`config.mk`:
```
export PLATFORM = sky130hd
export DESIGN_NAME = upp_sat_cnt
export DESIGN_NICKNAME = d
export VERILOG_FILES = /design/src/rtl/upp_sat_cnt.sv
export SDC_FILE = /design/constraint.sdc
export NUM_CORES = 1
export LEC_CHECK = 0
export ABC_AREA = 1
export CAP_MARGIN = 30
export CORE_MARGIN = 1
export CORE_UTILIZATION = 42
export CTS_CLUSTER_DIAMETER = 150
export DETAILED_ROUTE_END_ITERATION = 16
export GPL_TIMING_DRIVEN = 1
export PLACE_DENSITY = 0.67
export SETUP_SLACK_MARGIN = 0.1
export SLEW_MARGIN = 20
export SYNTH_ARGS = -nofsm -noshare
export SYNTH_HDL_FRONTEND = slang
export SYNTH_SLANG_ARGS = --single-unit
export TNS_END_PERCENT = 20
```
`constraint.sdc`:
```
create_clock -name iCLK -period 2.3 [get_ports iCLK]
set_clock_uncertainty 0.15 [all_clocks]
set_input_delay 0.46 -clock iCLK [delete_from_list [all_inputs] [get_ports iCLK]]
set_output_delay 0.46 -clock iCLK [all_outputs]
set_load 0.01 [all_outputs]
```
`src/rtl/upp_sat_cnt.sv`:
```
// Saturating up-counter with synchronous clear; clear together with increment
// loads 1 so a counter can restart on the same cycle it counts the first event.
module upp_sat_cnt #(
  parameter int               WIDTH = 16,
  parameter logic [WIDTH-1:0] MAX   = '1
) (
  input  logic             iCLK,
  input  logic             iRESET_N,
  input  logic             iCLR,
  input  logic             iINC,
  output logic [WIDTH-1:0] oQ
);

  localparam logic [WIDTH-1:0] ONE = {{(WIDTH-1){1'b0}}, 1'b1};

  logic [WIDTH-1:0] r_q;

  // NOTE: sequential state is assigned with <= so every flop samples the
  // pre-edge values of its inputs, independent of statement order.
  always_ff @(posedge iCLK) begin
    if (!iRESET_N) begin
      r_q <= '0;
    end else if (iCLR) begin
      r_q <= iINC ? ONE : '0;
    end else if (iINC && (r_q != MAX)) begin
      r_q <= r_q + ONE;
    end
  end

  assign oQ = r_q;

endmodule

```
==> results.tsv <==
stage	metric	value	unit
status	run status	completed	
global_routing	global-route wire length before repair	4.44	mm
sta	Final Max Slew Viols	0	
final_layout	share of the core filled with cells	56.1	%
critical_path	combined buffer and inverter count along the critical path	1	
sta	setup total negative slack	0	ns
floorplanning	area of the core	0.00223	mm²
clock_tree	clock edge transition at the registers on the reported setup and hold paths	0.10	ns
critical_path	type of element launching the critical path	flip-flop	
logic_synthesis	area fraction in compound gates after synthesis	8.08	%
final_layout	commonest non-fill, non-tap cells in the layout	43 x nand2_1, 26 x nor2_1, 20 x inv_1, 20 x nand3_1, 19 x clkdlybuf4s50_1	
logic_synthesis	sequential element share of the synthesized area	31.8	%
critical_path	kind of end point of the critical path	output port	
power_and_ir_drop	Max rail drop VDD	0.000280	V
logic_synthesis	number of synthesized register bits	16	
final_layout	most common cell after layout, fill and taps aside	nand2_1	
power_and_ir_drop	power density cells	406	mW/mm²
floorplanning	floorplan die area	0.00259	mm²
power_and_ir_drop	Pleak	0.485	nW
clock_tree	total CTS buffers	3	
clock_tree	CTS tree	done	
clock_tree	clock latency reported for the late side of the worst-skew pair	0.29	ns
final_layout	share of layout cells above drive strength 1	7.69	%
routing	post-detailed-route count of antenna-violating nets	0	
critical_path	largest driver fanout on the critical path	7	
logic_synthesis	post-synthesis share of cell area spent on xor and xnor gates	3.48	%
global_routing	number of global-route vias before repair	1036	
place	I/O Buffers	19	
logic_synthesis	Gate Count Post-Synth	160	
clock_tree	post_cts resized	0	
sta	relative max-transition margin	70.3	%
logic_synthesis	nets in the synthesized netlist	165	
sta	final period utilization	85.1	%
floorplanning	chip width	50.9	µm
final_layout	layout overhead on the synthesized area	24.6	%
place	Post-Place Cell Area	0.00123	mm²
critical_path	max incr delay on CP	0.59	ns
critical_path	critical path arrival	1.35	ns
sta	highest attainable clock frequency	511	MHz
routing	vias per cell	5.29	
hold_path	kind of path behind the tightest hold check	flip-flop to flip-flop	
sta	Final Hold Fails	0	
global_routing	initial antenna violation count	0	
critical_path	ordered list of cells on the worst path	clkdlybuf4s50_1	
clock_tree	worst-case clock buffer depth	2	
routing	post-detailed-routing wire length	2.54	mm
sta	Setup Viol. Count Final	0	
floorplanning	effective utilization at floorplan	45.0	%
logic_synthesis	multiplexer share of the synthesized area	0	%
critical_path	slowest library cell on the worst path	clkdlybuf4s50_1	
logic_synthesis	syn_area_per_cell	6.29	µm²
global_routing	pin count of the biggest net entering global routing	15	
global_routing	overall overflow remaining after global route	0	
global_routing	global-route usage over all layers	23.0	%
run	max-cap violation count	0	
logic_synthesis	yosys warns	0	
critical_path	flop2flop setup slack	0.38	ns
logic_synthesis	combinational family with the most area after synthesis	simple AND/OR/NAND/NOR gates	
final_layout	Largest register FFs	16	
clock_tree	number of buffers added for setup after CTS	0	
routing	detailed-route wire length per cell	12.1	µm
floorplanning	Die Y-Extent	50.9	µm
place	total half-perimeter wirelength after legalization and detailed placement	1.89	mm
sta	worst-margin pin slew	0.445	ns
sta	setup repair after global routing missed its margin	no	
routing	DRC violation count after routing	0	
routing	number of optimization iterations in the first detailed-route pass	5	
place	gp weighted congestion	0.787	
critical_path	critical setup path kind	flip-flop to output port	
sta	min Tclk post-route	1.96	ns
routing	DRT iter0 DRCs	13	
final_layout	number of diodes	0	
logic_synthesis	arithmetic-cell share of the synthesized area counting full adders, half adders and majority gates	1.24	%
clock_tree	H-tree depth reported by CTS	1	
floorplanning	I/O pins	20	
critical_path	Data required, critical path	1.69	ns
routing	detailed-route via count	1111	
logic_synthesis	simple-gate area share of the yosys netlist	46.4	%
logic_synthesis	number of distinct library cells after synthesis	19	
floorplanning	Site Rows	17	
clock_tree	hold buffer count at cts	0	
power_and_ir_drop	overall power	509	µW
final_layout	area of all placed cells without fillers	0.00125	mm²
logic_synthesis	netlist area before placement	0.00101	mm²
clock_tree	root buffer cell	clkbuf_4	
clock_tree	number of clock sinks	16	
final_layout	net total in the final layout	189	
critical_path	largest delay contributor family on the critical path	buffers and inverters	
-- report_power, final --
group	internal, mW	switching, mW	total (mW)
combinational	0.0288	0.0394	0.0682
clock	0.0609	0.0896	0.151
sequential	0.282	0.00820	0.291
total	0.372	0.137	0.509
-- worst register-to-register path: cells and delay by family, from the launching register on --
kind,cells,cell delay (ns)
compound gates,1,0.33
simple gates,6,0.63
flops,1,0.45
buf+inv,1,0.03
fa+ha+maj,1,0.26
-- logic make-up (layout without fill, tap and decap cells) --
kind of cell	after synthesis	in the layout
simple gates	103	103
compound gates	14	14
xor+xnor	4	4
flops	16	16
buf+inv	22	44
fa+ha+maj	1	1
-- path summary, 6_finish.rpt --
kind | start | end | depth (start not counted)
setup / recovery | oQ[2] | oQ[2] | 1
hold / removal | oQ[8] | oQ[8] | 2
setup reg to reg | oQ[0] | oQ[10] | 9
hold reg to reg | oQ[8] | oQ[8] | 2
-- layout make-up --
| class | count | area [µm²] |
|---|---|---|
| repair buffers | 21 | 205 |
| flip-flops and latches | 16 | 320 |
| clock buffers | 3 | 22.5 |
| fillers | 244 | 980 |
| inverters | 20 | 75.1 |
| well taps | 28 | 35.0 |
| multi-input cells | 122 | 596 |
-- per-layer routing --
metal	track usage [%]	vias up	share of wire [%]
met3	4.76	7	5.4
met4	11.6	0	2.7
met1	27.7	516	44
met2	38.4	32	48
li1	-	556	-
met5	0	-	0
-- Yosys cell counts (all sizes together) --
library cell	number	share of area [%]
clkbuf	1	0.37
buf	1	1.1
o21ai	4	3.1
nand2	48	20
nand3b	1	0.75
a21oi	10	5.0
nor3	1	0.50
inv	20	7.5
dfxtp	16	32
nor2	29	13
xor2	4	3.5
nand3	20	10
nand4	4	2.5
ha	1	1.2
-- metrics by stage --
stage	setup slack (ns)	hold slack (ns)	std cells
2_1_floorplan	0.586	0.376	160
3_3_place_gp	0.403	0.362	207
3_5_place_dp	0.405	0.366	207
4_1_cts	0.331	0.380	210
5_1_grt	0.214	0.426	210
6_report	0.344	0.380	210
Note: power is estimated with default switching activity, not from simulation.
